$ cat config.mk
export PLATFORM = sky130hd
export DESIGN_NAME = multicycle_ctrl_flat
export DESIGN_NICKNAME = d
export VERILOG_FILES = /design/src/rtl/multicycle_ctrl_if.sv /design/src/rtl/multicycle_ctrl.sv /design/src/flat_wrapper.sv
export SDC_FILE = /design/constraint.sdc
export NUM_CORES = 1
export LEC_CHECK = 0
export CORE_MARGIN = 3
export CORE_UTILIZATION = 48
export CTS_CLUSTER_SIZE = 10
export DETAILED_ROUTE_END_ITERATION = 6
export DONT_BUFFER_PORTS = 1
export PLACE_DENSITY_LB_ADDON = 0.08
export SLEW_MARGIN = 10
export SYNTH_ARGS = -nofsm -noshare
export SYNTH_HDL_FRONTEND = slang
export SYNTH_SLANG_ARGS = --single-unit
$ cat constraint.sdc
create_clock -name clk_i -period 4.2 [get_ports clk_i]
set_input_delay 0.63 -clock clk_i [delete_from_list [all_inputs] [get_ports clk_i]]
set_output_delay 0.63 -clock clk_i [all_outputs]
set_load 0.005 [all_outputs]
$ cat src/rtl/multicycle_ctrl_if.sv
// Control bundle between the multi-cycle FSM and the datapath/memory.
// master: FSM side (drives controls); slave: datapath side.
interface multicycle_ctrl_if #(
  parameter int CNT_W = 32
);
  logic [5:0]       opcode_i;
  logic             mem_ready_i;
  logic             mem_req_o;
  logic             mem_we_o;
  logic             iord_o;
  logic             ir_write_o;
  logic             pc_write_o;
  logic             pc_write_cond_o;
  logic [1:0]       pc_src_o;
  logic [1:0]       branch_type_o;
  logic             alu_src_a_o;
  logic [1:0]       alu_src_b_o;
  logic [2:0]       alu_op_o;
  logic             reg_write_o;
  logic             reg_dst_o;
  logic             mem_to_reg_o;
  logic [2:0]       state_o;
  logic [CNT_W-1:0] retired_o;
  logic             illegal_o;

  modport master (
    input  opcode_i, mem_ready_i,
    output mem_req_o, mem_we_o, iord_o,
    output ir_write_o, pc_write_o,
    output pc_write_cond_o, pc_src_o,
    output branch_type_o, alu_src_a_o,
    output alu_src_b_o, alu_op_o,
    output reg_write_o, reg_dst_o,
    output mem_to_reg_o, state_o,
    output retired_o, illegal_o
  );

  modport slave (
    output opcode_i, mem_ready_i,
    input  mem_req_o, mem_we_o, iord_o,
    input  ir_write_o, pc_write_o,
    input  pc_write_cond_o, pc_src_o,
    input  branch_type_o, alu_src_a_o,
    input  alu_src_b_o, alu_op_o,
    input  reg_write_o, reg_dst_o,
    input  mem_to_reg_o, state_o,
    input  retired_o, illegal_o
  );
endinterface

$ cat src/rtl/multicycle_ctrl.sv
// Multi-cycle MIPS-subset main control FSM with retire counter and trap.
// Ports: clk_i, rst_i (sync, active high), bus (multicycle_ctrl_if.master).
module multicycle_ctrl #(
  parameter int CNT_W = 32
) (
  input  logic               clk_i,
  input  logic               rst_i,
  multicycle_ctrl_if.master  bus
);

  typedef enum logic [2:0] {
    S_FETCH  = 3'd0,
    S_DECODE = 3'd1,
    S_EXEC   = 3'd2,
    S_MEM    = 3'd3,
    S_WB     = 3'd4,
    S_TRAP   = 3'd7
  } state_t;

  state_t           state_q, state_d;
  logic [CNT_W-1:0] retired_q, retired_d;
  logic             retire;

  logic [5:0] op;
  logic       is_r, is_j, is_br, is_imm;
  logic       is_lw, is_sw, is_ls, legal;

  assign op     = bus.opcode_i;
  assign is_r   = (op == 6'd0);
  assign is_j   = (op == 6'd2);
  assign is_br  = (op inside {6'd4, 6'd5, 6'd6, 6'd7});
  assign is_imm = (op inside {6'd8, 6'd11, 6'd13, 6'd15});
  assign is_lw  = (op == 6'd35);
  assign is_sw  = (op == 6'd43);
  assign is_ls  = is_lw | is_sw;
  assign legal  = is_r | is_br | is_imm | is_ls;

  always_ff @(posedge clk_i) begin
    if (rst_i) begin
      state_q   <= S_FETCH;
      retired_q <= '0;
    end else begin
      state_q   <= state_d;
      retired_q <= retired_d;
    end
  end

  always_comb begin
    state_d             = state_q;
    retire              = 1'b0;
    bus.mem_req_o       = 1'b0;
    bus.mem_we_o        = 1'b0;
    bus.iord_o          = 1'b0;
    bus.ir_write_o      = 1'b0;
    bus.pc_write_o      = 1'b0;
    bus.pc_write_cond_o = 1'b0;
    bus.pc_src_o        = 2'b00;
    bus.branch_type_o   = 2'b00;
    bus.alu_src_a_o     = 1'b0;
    bus.alu_src_b_o     = 2'b00;
    bus.alu_op_o        = 3'b101;
    bus.reg_write_o     = 1'b0;
    bus.reg_dst_o       = 1'b0;
    bus.mem_to_reg_o    = 1'b0;

    unique case (state_q)
      S_FETCH: begin
        bus.mem_req_o   = 1'b1;
        bus.alu_src_b_o = 2'b01;
        if (bus.mem_ready_i) begin
          bus.ir_write_o = 1'b1;
          bus.pc_write_o = 1'b1;
          state_d        = S_DECODE;
        end
      end
      S_DECODE: begin
        // ALUOut captures PC+4 + (imm<<2) for a possible branch
        bus.alu_src_b_o = 2'b11;
        if (is_j) begin
          bus.pc_write_o = 1'b1;
          bus.pc_src_o   = 2'b10;
          retire         = 1'b1;
          state_d        = S_FETCH;
        end else if (legal) begin
          state_d = S_EXEC;
        end else begin
          state_d = S_TRAP;
        end
      end
      S_EXEC: begin
        bus.alu_src_a_o = 1'b1;
        unique case (1'b1)
          is_r: begin
            bus.alu_op_o = 3'b000;
            state_d      = S_WB;
          end
          is_imm: begin
            bus.alu_src_b_o = 2'b10;
            unique case (op)
              6'd8:    bus.alu_op_o = 3'b001;
              6'd11:   bus.alu_op_o = 3'b010;
              6'd13:   bus.alu_op_o = 3'b111;
              default: bus.alu_op_o = 3'b011;
            endcase
            state_d = S_WB;
          end
          is_ls: begin
            bus.alu_src_b_o = 2'b10;
            state_d         = S_MEM;
          end
          is_br: begin
            bus.alu_op_o        = 3'b110;
            bus.pc_write_cond_o = 1'b1;
            bus.pc_src_o        = 2'b01;
            bus.branch_type_o   = op[1:0];
            retire              = 1'b1;
            state_d             = S_FETCH;
          end
          default: state_d = S_TRAP;
        endcase
      end
      S_MEM: begin
        bus.mem_req_o = 1'b1;
        bus.iord_o    = 1'b1;
        bus.mem_we_o  = is_sw;
        if (bus.mem_ready_i) begin
          if (is_sw) begin
            retire  = 1'b1;
            state_d = S_FETCH;
          end else begin
            state_d = S_WB;
          end
        end
      end
      S_WB: begin
        bus.reg_write_o  = 1'b1;
        bus.reg_dst_o    = is_r;
        bus.mem_to_reg_o = is_lw;
        retire           = 1'b1;
        state_d          = S_FETCH;
      end
      S_TRAP: begin
        bus.alu_op_o = 3'b000;
      end
      default: state_d = S_FETCH;
    endcase
  end

  assign retired_d     = retire ? retired_q + 1'b1 : retired_q;
  assign bus.state_o   = state_q;
  assign bus.retired_o = retired_q;
  assign bus.illegal_o = (state_q == S_TRAP);

endmodule

$ cat src/flat_wrapper.sv
// flat-port wrapper written by rule: the top's interface ports become plain ports
module multicycle_ctrl_flat 
#(
  parameter int CNT_W = 32
)
  (clk_i, rst_i, bus_opcode_i, bus_mem_ready_i, bus_mem_req_o, bus_mem_we_o, bus_iord_o, bus_ir_write_o, bus_pc_write_o, bus_pc_write_cond_o, bus_pc_src_o, bus_branch_type_o, bus_alu_src_a_o, bus_alu_src_b_o, bus_alu_op_o, bus_reg_write_o, bus_reg_dst_o, bus_mem_to_reg_o, bus_state_o, bus_retired_o, bus_illegal_o);
  multicycle_ctrl_if #(.CNT_W(CNT_W)) bus_i ();
  input  logic clk_i;
  input  logic rst_i;
  input wire logic [$bits(bus_i.opcode_i)-1:0] bus_opcode_i;
  input wire logic [$bits(bus_i.mem_ready_i)-1:0] bus_mem_ready_i;
  output wire logic [$bits(bus_i.mem_req_o)-1:0] bus_mem_req_o;
  output wire logic [$bits(bus_i.mem_we_o)-1:0] bus_mem_we_o;
  output wire logic [$bits(bus_i.iord_o)-1:0] bus_iord_o;
  output wire logic [$bits(bus_i.ir_write_o)-1:0] bus_ir_write_o;
  output wire logic [$bits(bus_i.pc_write_o)-1:0] bus_pc_write_o;
  output wire logic [$bits(bus_i.pc_write_cond_o)-1:0] bus_pc_write_cond_o;
  output wire logic [$bits(bus_i.pc_src_o)-1:0] bus_pc_src_o;
  output wire logic [$bits(bus_i.branch_type_o)-1:0] bus_branch_type_o;
  output wire logic [$bits(bus_i.alu_src_a_o)-1:0] bus_alu_src_a_o;
  output wire logic [$bits(bus_i.alu_src_b_o)-1:0] bus_alu_src_b_o;
  output wire logic [$bits(bus_i.alu_op_o)-1:0] bus_alu_op_o;
  output wire logic [$bits(bus_i.reg_write_o)-1:0] bus_reg_write_o;
  output wire logic [$bits(bus_i.reg_dst_o)-1:0] bus_reg_dst_o;
  output wire logic [$bits(bus_i.mem_to_reg_o)-1:0] bus_mem_to_reg_o;
  output wire logic [$bits(bus_i.state_o)-1:0] bus_state_o;
  output wire logic [$bits(bus_i.retired_o)-1:0] bus_retired_o;
  output wire logic [$bits(bus_i.illegal_o)-1:0] bus_illegal_o;
  assign bus_i.opcode_i = bus_opcode_i;
  assign bus_i.mem_ready_i = bus_mem_ready_i;
  assign bus_mem_req_o = bus_i.mem_req_o;
  assign bus_mem_we_o = bus_i.mem_we_o;
  assign bus_iord_o = bus_i.iord_o;
  assign bus_ir_write_o = bus_i.ir_write_o;
  assign bus_pc_write_o = bus_i.pc_write_o;
  assign bus_pc_write_cond_o = bus_i.pc_write_cond_o;
  assign bus_pc_src_o = bus_i.pc_src_o;
  assign bus_branch_type_o = bus_i.branch_type_o;
  assign bus_alu_src_a_o = bus_i.alu_src_a_o;
  assign bus_alu_src_b_o = bus_i.alu_src_b_o;
  assign bus_alu_op_o = bus_i.alu_op_o;
  assign bus_reg_write_o = bus_i.reg_write_o;
  assign bus_reg_dst_o = bus_i.reg_dst_o;
  assign bus_mem_to_reg_o = bus_i.mem_to_reg_o;
  assign bus_state_o = bus_i.state_o;
  assign bus_retired_o = bus_i.retired_o;
  assign bus_illegal_o = bus_i.illegal_o;
  multicycle_ctrl #(.CNT_W(CNT_W)) u_core (.clk_i(clk_i), .rst_i(rst_i), .bus(bus_i));
endmodule
* Word-level counts from Yosys, hierarchy flattened
Cells that the tools add are included.
Storage, ports and cells: bits in latches 0, memories kept 0, word-level logic and storage cells 67, bits of input ports 9, bits in writable memories 0, register bits after elaboration 35, ROM bits 0, output and inout bits 55
Operators by class: shift-type cells 0, reduce and logical (&&, ||, !) cells 8, add/sub/neg operators 1, equal/unequal tests 18, div/mod/pow operators 0, bitwise logic cells 5, $lt $le $gt $ge 0, $mul 0, muxes and demuxes 33
Operators with widths (number):
- 32-bit by 1-bit adder with 32-bit output (second input constant) | 1
- 3-bit case mux with 3 select lines | 3
- 6-bit by 3-bit == test with 1-bit output (second input constant) | 4
- 6-bit by 4-bit == test with 1-bit output (second input constant) | 4
- 1-bit 2-to-1 mux | 15
- 3-bit 2-to-1 mux | 5
- 3-bit case mux with 5 select lines | 1
- 6-bit == test (second input constant) | 2
- 2-bit 2-to-1 mux | 4
- 4-bit nonzero test | 2
- 3-bit by 2-bit == test with 1-bit output (second input constant) | 2
- 3-bit == test (second input constant) | 2
- 6-bit by 2-bit == test with 1-bit output (second input constant) | 1
- 6-bit logical NOT | 1
- 2-bit case mux with 3 select lines | 1
- 3-bit case mux with 2 select lines | 1
- 2-bit OR reduction | 3
- 2-bit != test (second input constant) | 2
- 1-bit OR | 4
- 1-bit case mux with 4 select lines | 1
- 2-bit case mux with 2 select lines | 1
- 3-bit by 1-bit == test with 1-bit output (second input constant) | 1
- 3-bit logical NOT | 1
- 3-bit AND reduction | 1
- other kinds (2) | 2

* Depth between registers and ports, before layout
depth after elaboration 8, depth in mapped cells 8, depth with buffers taken out 6

* Least setup slack after synthesis
OpenSTA, ideal clock, no wires.
kind input port to flip-flop, from input port bus_opcode_i[5], to register u_core.retired_q[15] (netlist: u_core.bus.retired_o[15]), library setup time 0.121 ns, arrival time 2.296 ns, data required time 4.079 ns, cell stages on the path 7, path slack 1.784 ns, buffers on the path 2, cells stage by stage buf_2 nand4b_2 or3b_4 o221a_4 buf_6 nor4_1 mux2_2
On the way: word-level cells in the longest chain between the ends 4, elaborated cells on any way between the ends 12, those cells by class eq/ne: 6; mux: 5; reduce/logical: 1
RTL lines:
- start: declaration | line flat_wrapper.sv:10 | input wire logic [$bits(bus_i.opcode_i)-1:0] bus_opcode_i;
- 6-bit by 3-bit == test with 1-bit output / 6-bit == test (equally long branches) | line multicycle_ctrl.sv:31, multicycle_ctrl.sv:34
- 4-bit nonzero test / 1-bit 2-to-1 mux (equally long branches) | line multicycle_ctrl.sv:31, multicycle_ctrl.sv:127
- 1-bit 2-to-1 mux, on equally long branches | line multicycle_ctrl.sv:92, multicycle_ctrl.sv:126
- 1-bit case mux with 4 select lines (*) | line multicycle_ctrl.sv:66 | unique case (state_q)
- end signal: assignment | line multicycle_ctrl.sv:44 | retired_q <= retired_d;
- end: declaration | line multicycle_ctrl.sv:21 | logic [CNT_W-1:0] retired_q, retired_d;
Mark *: on every way between the ends. The rest lies on a longest branch, timed or not. A chain may end at the register's enable or synchronous reset.

* Worst setup path after layout
from register u_core.state_q[1] (netlist: u_core.bus.state_o[1]), to output port bus_branch_type_o[1]
On the way: word-level cells in the longest chain between the ends 2
RTL lines:
- start: declaration | line multicycle_ctrl.sv:20 | state_t state_q, state_d;
- start signal: assignment | line multicycle_ctrl.sv:43 | state_q <= state_d;
- 3-bit by 2-bit == test with 1-bit output | line multicycle_ctrl.sv:66
- 2-bit 2-to-1 mux | line multicycle_ctrl.sv:66
- end: declaration | line flat_wrapper.sv:19 | output wire logic [$bits(bus_i.branch_type_o)-1:0] bus_branch_type_o;
No other way between the ends.

==> metrics.md <==
| Metric | Value |
|---|---|
| Number of synthesized flops with an enable pin | `0` |
| Worst-Skew Late Latency | `roughly 0.28 ns` |
| Antenna-violating nets left | `0` |
| Crit path time final | `2.47 ns` |
| Max-slew violations | `0` |
| Post-DP Area | `between 2000 and 2500 µm²` |
| Vias per std cell | `6.62` |
| Final Cycle Share | `0.588` |
| Vias | `2097` |
| Most frequent cells in the layout | `a21oi_1, dfxtp_1, nand2_1` |
| CTS tree | `done` |
| Reg power frac | `0.515` |
| Worst path arrival time | `roughly 1.8 ns` |
| I/O pins | `64` |
| Final HPWL DP | `3530 µm` |
| Pint | `0.000504 W` |
| Area delta synth->final | `1.38%` |
| Placed Cells | `~310` |
| Gate Count Post-Synth | `between 200 and 300` |
| Slew @ Worst Pin | `0.585 ns` |
| Global route overflow | `0` |
| Yosys synthesis warning count | `0` |
| Die area | `5370 µm²` |
| CTS Buf Count | `5` |
| Final Hold Fails | `0` |
| Unrepaired setup endpoints after global routing | `no` |
| Worst Path Max Fanout | `13` |
| Synth Area per Inst | `7.68 µm²` |
| Setup crit start kind | `register` |
| Pwr dens | `332 nW/µm²` |
| Post-Layout Inst Area | `2200 µm²` |
| Post-synth ARST share | `0` |
| Status | `finished clean` |
| Critical path type | `reg -> out` |
| Max layer used | `met4` |
| DRC viols | `0` |
| Global router's overall resource usage | `0.210` |
| 1st-pass router iterations | `5` |
| Chip width | `73.3 µm` |
| Syn Std Cell Area | `2170 µm²` |
| Layout cell share with drive strength beyond 1 | `0.0487` |
| Postcts setup bufs | `0` |
| Seq/Total Area, Yosys | `0.323` |
| Clk_skew | `0.00676 ns` |
| Initial antenna violation count | `0` |
| Final Non-Filler Cells | `317` |
| Sw power | `approximately 0.00023 W` |
| Pleak | `roughly 0.66 nW` |
| Seq cells post-synth | `35` |
| Number of global-route vias before repair | `1868` |
| Slew headroom | `0.610` |
| Clock sink total | `35` |
| Routability cong. | `roughly 0.8` |
| First-pass GRT wire length | `8960 µm` |
| Met1 wire length | `2530 µm` |
| Final net count | `276` |
| Core region area | `4170 µm²` |
| Wirelength per Cell | `16.7 µm` |
| Combinational power share | `0.166` |
| Max Buffers Root-to-Sink | `2` |
| Largest net degree at the start of global routing | `62` |
| Clock share of power | `0.319` |
| Metal3 WL | `439 µm` |
| Cell variety after synth | `48` |
| Setup-failing EPs final | `0` |
| CP Capture Type | `output port` |
| Port Buffers | `0` |
| Synthesized Nets | `293` |
| # rows | `23` |
| TNS Setup | `0 ns` |
| PostCTS Resize Cnt | `0` |
| Initial Util | `0.521` |
| Post-CTS Hold Buffers | `0` |
| Fmax | `405 MHz` |
| H-tree levels | `2` |
| Critical Path RT | `approximately 3.6 ns` |
| Overall routed net length | `between 5000 and 6000 µm` |
| N_diodes | `0` |
| Root Buffer | `clkbuf_8` |
| Sw Share | `0.311` |
| Iter 0 DRT Violations | `121` |
| WL met2 | `2280 µm` |
| Worst Hold Class | `in -> reg` |
| Max IR drop VDD | `191 µV` |
| Clock-pin slew on the worst setup and hold paths | `0.06 ns` |
| Top_reg_cell synth | `dfxtp_1` |
| Die Ht | `73.3 µm` |
| Most common cell after layout, fill and taps aside | `a21oi_1` |
| Max-cap violations | `0` |
[power by group through the flow]
stage | combinational, W | clock (W) | sequential (W)
3_3_place_gp | 0.000122 | 0 | 0.000384
5_1_grt | 0.000140 | 0.000258 | 0.000381
6_report | 0.000121 | 0.000233 | 0.000376
4_1_cts | 0.000122 | 0.000240 | 0.000376
3_5_place_dp | 0.000121 | 0 | 0.000383
2_1_floorplan | 0.000138 | 0 | 0.000362
[cell usage after synthesis (7+ instances only)]
| library cell | count | area [µm²] |
|---|---|---|
| o31ai_1 | 18 | 135 |
| clkbuf_1 | 16 | 60.1 |
| inv_1 | 7 | 26.3 |
| or3_1 | 9 | 56.3 |
| dfxtp_1 | 35 | 701 |
| o21ai_0 | 16 | 80.1 |
| nand4_1 | 8 | 50.1 |
| nand2_1 | 21 | 78.8 |
| a21oi_1 | 37 | 185 |
| nor2_1 | 17 | 63.8 |
| nand3_1 | 13 | 65.1 |
| or4_1 | 18 | 135 |
[sequential cells by signal, summed over array words and instances, names as in the netlist]
register,count
u_core.bus.state_o,3
u_core.bus.retired_o,32
[cells by family after synthesis]
logic type | count (synthesis) | share of synthesized area
AND/OR/NAND/NOR | 127 | 0.349
AO/OA/AOI/OAI | 86 | 0.245
flip-flops | 35 | 0.323
buffers and inverters | 31 | 0.0645
multiplexers | 2 | 0.00979
XOR/XNOR | 1 | 0.00403
adder cells (fa/ha/maj) | 1 | 0.00576
[worst max-delay path, cell delays in order (launching register included)]
cell and delay, ns:
dfxtp_1 0.58, nor3b_2 0.40, nand4b_1 0.27, inv_1 0.16, and2_1 0.16
[cell type report]
type,instances,area (µm²)
Fill cell,431,1970
Multi-Input combinational cell,217,1330
Sequential cell,35,701
Clock buffer,7,76.3
Tap cell,50,62.6
Inverter,7,26.3
Clock inverter,1,5.00
[path summary, 6_finish.rpt]
path | startpoint | end | slack [ns] | cells after the start
worst max-delay path | u_core.bus.state_o[1]$_SDFFE_PP0P_ | bus_branch_type_o[1] | 1.73 | 4
worst min-delay path | rst_i | u_core.bus.retired_o[4]$_SDFFE_PP0P_ | 0.41 | 1
worst max register to register | u_core.bus.state_o[1]$_SDFFE_PP0P_ | u_core.bus.retired_o[15]$_SDFFE_PP0P_ | 1.74 | 5
worst min register to register | u_core.bus.retired_o[31]$_SDFFE_PP0P_ | u_core.bus.retired_o[31]$_SDFFE_PP0P_ | 0.49 | 2
[metal layers]
| metal | GRT usage | vias to the layer above |
|---|---|---|
| li1 | - | 1057 |
| met1 | 0.279 | 975 |
| met2 | 0.306 | 63 |
| met3 | 0.0821 | 2 |
| met4 | 0.0779 | 0 |
| met5 | 0 | - |
[metrics by stage]
stage                util  setup WS, ns  hold slack, ns  power [W]
finish              0.528          1.73           0.412   0.000731
global route        0.528          1.54           0.392   0.000779
CTS                 0.528          1.72           0.401   0.000738
detailed placement  0.508          1.67           0.485   0.000505
global placement    0.508          1.71           0.474   0.000505
floorplan               -          1.78           0.463   0.000500
(Power assumes the default switching activity.)
==> variant 1 (same flow settings) <==
`CNT_W` is set to 32 in 3 places; all go to 28.
--- a/src/rtl/multicycle_ctrl_if.sv
+++ b/src/rtl/multicycle_ctrl_if.sv
@@ -1,7 +1,7 @@
 // Control bundle between the multi-cycle FSM and the datapath/memory.
 // master: FSM side (drives controls); slave: datapath side.
 interface multicycle_ctrl_if #(
-  parameter int CNT_W = 32
+  parameter int CNT_W = 28
 );
   logic [5:0]       opcode_i;
   logic             mem_ready_i;
--- a/src/rtl/multicycle_ctrl.sv
+++ b/src/rtl/multicycle_ctrl.sv
@@ -1,7 +1,7 @@
 // Multi-cycle MIPS-subset main control FSM with retire counter and trap.
 // Ports: clk_i, rst_i (sync, active high), bus (multicycle_ctrl_if.master).
 module multicycle_ctrl #(
-  parameter int CNT_W = 32
+  parameter int CNT_W = 28
 ) (
   input  logic               clk_i,
   input  logic               rst_i,
--- a/src/flat_wrapper.sv
+++ b/src/flat_wrapper.sv
@@ -1,7 +1,7 @@
 // flat-port wrapper written by rule: the top's interface ports become plain ports
 module multicycle_ctrl_flat 
 #(
-  parameter int CNT_W = 32
+  parameter int CNT_W = 28
 )
   (clk_i, rst_i, bus_opcode_i, bus_mem_ready_i, bus_mem_req_o, bus_mem_we_o, bus_iord_o, bus_ir_write_o, bus_pc_write_o, bus_pc_write_cond_o, bus_pc_src_o, bus_branch_type_o, bus_alu_src_a_o, bus_alu_src_b_o, bus_alu_op_o, bus_reg_write_o, bus_reg_dst_o, bus_mem_to_reg_o, bus_state_o, bus_retired_o, bus_illegal_o);
   multicycle_ctrl_if #(.CNT_W(CNT_W)) bus_i ();
Ports: changed (resized bus_retired_o); port bits go from 64 to 60. The function was not compared with the original's and may differ.
==> variant 1 against the original RTL <==
  * Sequential cell count down 4
  * Cell count decreased by 8.5%
  * Worst setup slack lost 0.27 ns
  * Routed wire length shrank 12%
  * Power up 5.5%
  * Critical endpoint is now u_core.bus.retired_o[6]
  * Area after synthesis is 10% lower
  * Cell area down 9.3%
  * Count of clock-buffer cells in the layout decreased by 1
==> variant 1: results (changes against the original RTL) <==
metric,value,unit,change
synthXorXnorAreaFrac,0.05402,,was 0.004032
synth_adder_area_share,0.006431,,was 0.005760
worst_slew_pin_slew,0.5801,ns,was 0.5848 ns
outcome,"complete, no violations",,unchanged
totalWireLength,4640,um,was 5282 um
cp_max_fo,15,,was 13
leakage,0.6696,nW,was 0.6578 nW
clkbuf_count,6,,was 7
gr-usage-met2,0.3114,,was 0.3059
routedLengthMet1,2139,um,was 2529 um
final_nets,252,,was 276
peakVddDrop,0.2048,mV,was 0.1906 mV
buffer_area_frac,0.003757,,was 0
ys_seq_area_frac,0.3190,,was 0.3226
grt_pass1_wl,7859,um,was 8963 um
first_pass_iters,4,,was 5
grt_util_met1,0.2425,,was 0.2795
drive_above_1_share,0.07025,,was 0.04869
drt_iter0_markers,74,,was 121
wl_met3,371,um,was 439 um
vias,1831,,"was 2,097"
synthTopCellsByArea,"dfxtp_1 (32%), nor2_1 (5.2%), a21oi_1 (4.9%), xnor2_1 (3.6%), or3_1 (3.5%)",,"was dfxtp_1 (32%), a21oi_1 (8.5%), o31ai_1 (6.2%), or4_1 (6.2%), o21ai_0 (3.7%)"
synthDistinctLibCells,55,,was 48
p_int,0.5118,mW,was 0.5037 mW
antenna_found_initial,0,,unchanged
worstPathArrival,2.95,ns,was 1.84 ns
clk_share,0.04383,,was 0.03693
grt_pass1_vias,1671,,"was 1,868"
skew,0.003635,ns,was 0.006758 ns
regArea,620.6,sq um,was 700.7 sq um
nFillCells,362,,was 431
multi_input_cells,192,,was 217
max_stage_delay,0.60,ns,was 0.58 ns
synth_nets,264,,was 293
cts.sinks,31,,was 35
grt_use_total,0.1913,,was 0.2102
synth.area.mux_share,0.005145,,was 0.009793
multi_input_area,0.001181,sq mm,was 0.001331 sq mm
wl_met2,2088,um,was 2275 um
dp_hpwl,3337,um,was 3532 um
grt.met3_usage,0.07246,,was 0.08208
largest_register_ff_count,28,,was 32
inv_count,11,,was 7
variant 1: path summary, 6_finish.rpt:
check / start / endpoint / slack, ns / cells after the start
min reg2reg: u_core.bus.retired_o[27] / u_core.bus.retired_o[27] / 0.50 / 2
max reg2reg: u_core.bus.state_o[0] / u_core.bus.retired_o[6] / 1.46 / 7
min: rst_i / u_core.bus.retired_o[20] / 0.41 / 1
max: u_core.bus.state_o[0] / u_core.bus.retired_o[6] / 1.46 / 7
variant 1: power by group through the flow:
stage               combinational (mW)  clock [mW]  sequential (mW)
floorplan                        0.182           0            0.333
global placement                 0.177           0            0.365
detailed placement               0.177           0            0.363
CTS                              0.178       0.245            0.357
global route                     0.202       0.257            0.364
finish                           0.176       0.238            0.358
variant 1: stage by stage:
stage	hold WS (ns)	setup WS (ns)	instances	area, sq um
floorplan	0.4698	1.636	254	1946
global placement	0.4860	1.508	283	1911
detailed placement	0.4950	1.423	283	1911
CTS	0.4035	1.484	290	1998
global route	0.3968	1.304	290	1998
finish	0.4095	1.464	290	1998
==> variant 2 (same settings) <==
Made on the original files. Reset style: asynchronous (`rst_i`), changed in one clocked block.
--- a/src/rtl/multicycle_ctrl.sv
+++ b/src/rtl/multicycle_ctrl.sv
@@ -35,7 +35,7 @@
   assign is_ls  = is_lw | is_sw;
   assign legal  = is_r | is_br | is_imm | is_ls;
 
-  always_ff @(posedge clk_i) begin
+  always_ff @(posedge clk_i or posedge rst_i) begin
     if (rst_i) begin
       state_q   <= S_FETCH;
       retired_q <= '0;
Check against the original RTL: differs if rst_i is asserted again (counterexample within 4 cycles, from zero or initial values and one cycle with rst_i high); with rst_i held inactive, the same outputs for 10 cycles.
==> variant 2 against the original RTL <==
  * Sequential share of layout area grew 8.7 points
  * Routed wire length shrank 15%
  * Worst setup slack better by 0.059 ns
  * Area after synthesis decreased by 5.7%
  * Count of clock-buffer cells in the layout down 1
  * Cell count decreased by 20%
  * Cell area is 1.8% lower
  * Global-route usage down 2.4 points
  * Sequential cell count unchanged
  * Critical endpoint is now bus_alu_op_o[1]
Power is not compared: it rests on default switching activity, and its combinational part moved more than twofold at a synthesized area within 25%.
==> variant 2: results (changes against the original RTL) <==
metric,value,unit,change
p_int,0.7046,mW,
r2r_cells,5,,unchanged
drive_above_1_share,0.07317,,was 0.04869
cp_max_fo,13,,unchanged
first_pass_iters,4,,was 5
htreeDepth,2,,unchanged
synthTopCellsByArea,"dfrtp_1 (43%), xnor2_1 (13%), nand4_1 (6.7%), and3_1 (4.6%), nand3_1 (2.4%)",,"was dfxtp_1 (32%), a21oi_1 (8.5%), o31ai_1 (6.2%), or4_1 (6.2%), o21ai_0 (3.7%)"
cts-root-buf,clkbuf_8,,unchanged
clk-insertion-delay-late,0.30,ns,was 0.28 ns
viasPerCell,6.231,,was 6.615
largest_register_ff_count,32,,unchanged
grt_pass1_wl,7721,um,was 8963 um
leakage,0.9427,nW,
cts.repair.resized,0,,unchanged
clk_pin_slew,0.08,ns,was 0.06 ns
final_nets,214,,was 276
worstPathArrival,1.78,ns,was 1.84 ns
dp_cells,247,,was 309
synth_nets,220,,was 293
cts_buffers,5,,unchanged
clock_path_buffers,2,,unchanged
final_cells,255,,was 317
postCtsSetupBuffers,0,,unchanged
synthDistinctLibCells,42,,was 48
ys_seq_area_frac,0.4276,,was 0.3226
skew,0.01136,ns,was 0.006758 ns
switching_share,0.3509,,
grt_use_total,0.1863,,was 0.2102
place_area,0.002031,sq mm,was 0.002121 sq mm
gp_congestion,0.8865,,was 0.8113
antenna_found_initial,0,,unchanged
max_slew_margin,0.4152,,was 0.6102
dp_hpwl,3202,um,was 3532 um
postSynthAreaPerCell,9.753,sq um,was 7.675 sq um
grt_pass1_vias,1554,,"was 1,868"
synthArstFlopShare,1.000,,was 0
synth_common_cells,"dfrtp_1 (35), xnor2_1 (30), nand4_1 (22), and3_1 (15), nor2_1 (12)",,"was a21oi_1 (37), dfxtp_1 (35), nand2_1 (21), o31ai_1 (18), or4_1 (18)"
drt_iter0_markers,105,,was 121
outcome,"complete, no violations",,unchanged
grt_start_max_net_pins,36,,was 62
yosys_warnings,0,,unchanged
portBuffers,0,,unchanged
peakVddDrop,0.2566,mV,
hold_path_class,input port to async pin,,was input port to flip-flop
nFillCells,363,,was 431
dp_slack,1.699,ns,was 1.674 ns
totalWireLength,4475,um,was 5282 um
antenna_cells,0,,unchanged
## variant 2: cell count changes after synthesis, moves of 9 or more
| cell | unedited run | this run |
|---|---|---|
| nand2_1 | 21 | 10 |
| nand4_1 | 8 | 22 |
| and3_1 | 6 | 15 |
| a21oi_1 | 37 | 6 |
| o31ai_1 | 18 | 0 |
| dfrtp_1 | 0 | 35 |
| o21ai_0 | 16 | 2 |
| xnor2_1 | 0 | 30 |
| or4_1 | 18 | 0 |
| clkbuf_1 | 16 | 5 |
| dfxtp_1 | 35 | 0 |
## variant 2: final timing paths
check	start	endpoint	slack, ns
min in group clk_i	u_core.bus.retired_o[31]	u_core.bus.retired_o[31]	0.50
worst min register to register	u_core.bus.retired_o[31]	u_core.bus.retired_o[31]	0.50
worst max register to register	u_core.bus.state_o[2]	u_core.bus.retired_o[30]	1.81
worst max-delay path	u_core.bus.state_o[0]	bus_alu_op_o[1]	1.79
worst min-delay path	rst_i	u_core.bus.retired_o[2]	0.32
max in group asynchronous	rst_i	u_core.bus.retired_o[23]	3.57
## variant 2: power groups by stage
stage / combinational (mW) / clock (mW) / sequential [mW]
floorplan: 0.275 / 0 / 0.415
global placement: 0.262 / 0 / 0.457
detailed placement: 0.268 / 0 / 0.460
CTS: 0.269 / 0.363 / 0.454
global route: 0.304 / 0.381 / 0.464
finish: 0.266 / 0.364 / 0.455
## variant 2: area by class of cell
class | count | area, sq um | area share
multi-input combinational | 154 | 1059 | 0.4893
clock buffer | 6 | 72.57 | 0.03355
inverter | 7 | 26.28 | 0.01215
sequential | 35 | 875.8 | 0.4049
clock inverter | 2 | 60.06 | 0.02776
tap | 50 | 62.56 | 0.02892
timing repair buffer | 1 | 7.507 | 0.003470
## variant 2: kinds of logic after synthesis
kind of cell             count (synthesis)  synth area share
AND/OR/NAND/NOR                        100            0.2938
flip-flops                              35            0.4276
XOR/XNOR                                31            0.1326
AO/OA/AOI/OAI                           21           0.07881
buffers and inverters                   21           0.05559
multiplexers                             1          0.005497
adder cells (fa/ha/maj)                  1          0.006108
## variant 2: per-layer routing
layer	up-vias	track usage	routed length, um
li1	740	-	-
met1	798	0.2545	2057
met2	45	0.2765	2068
met3	6	0.07994	314
met4	0	0.03967	34
met5	-	0	0
## variant 2: critical path: stages, from the launching register on
cell and delay (ns):
dfrtp_1 0.54, nand2b_1 0.28, nor4_1 0.42, o211a_1 0.25
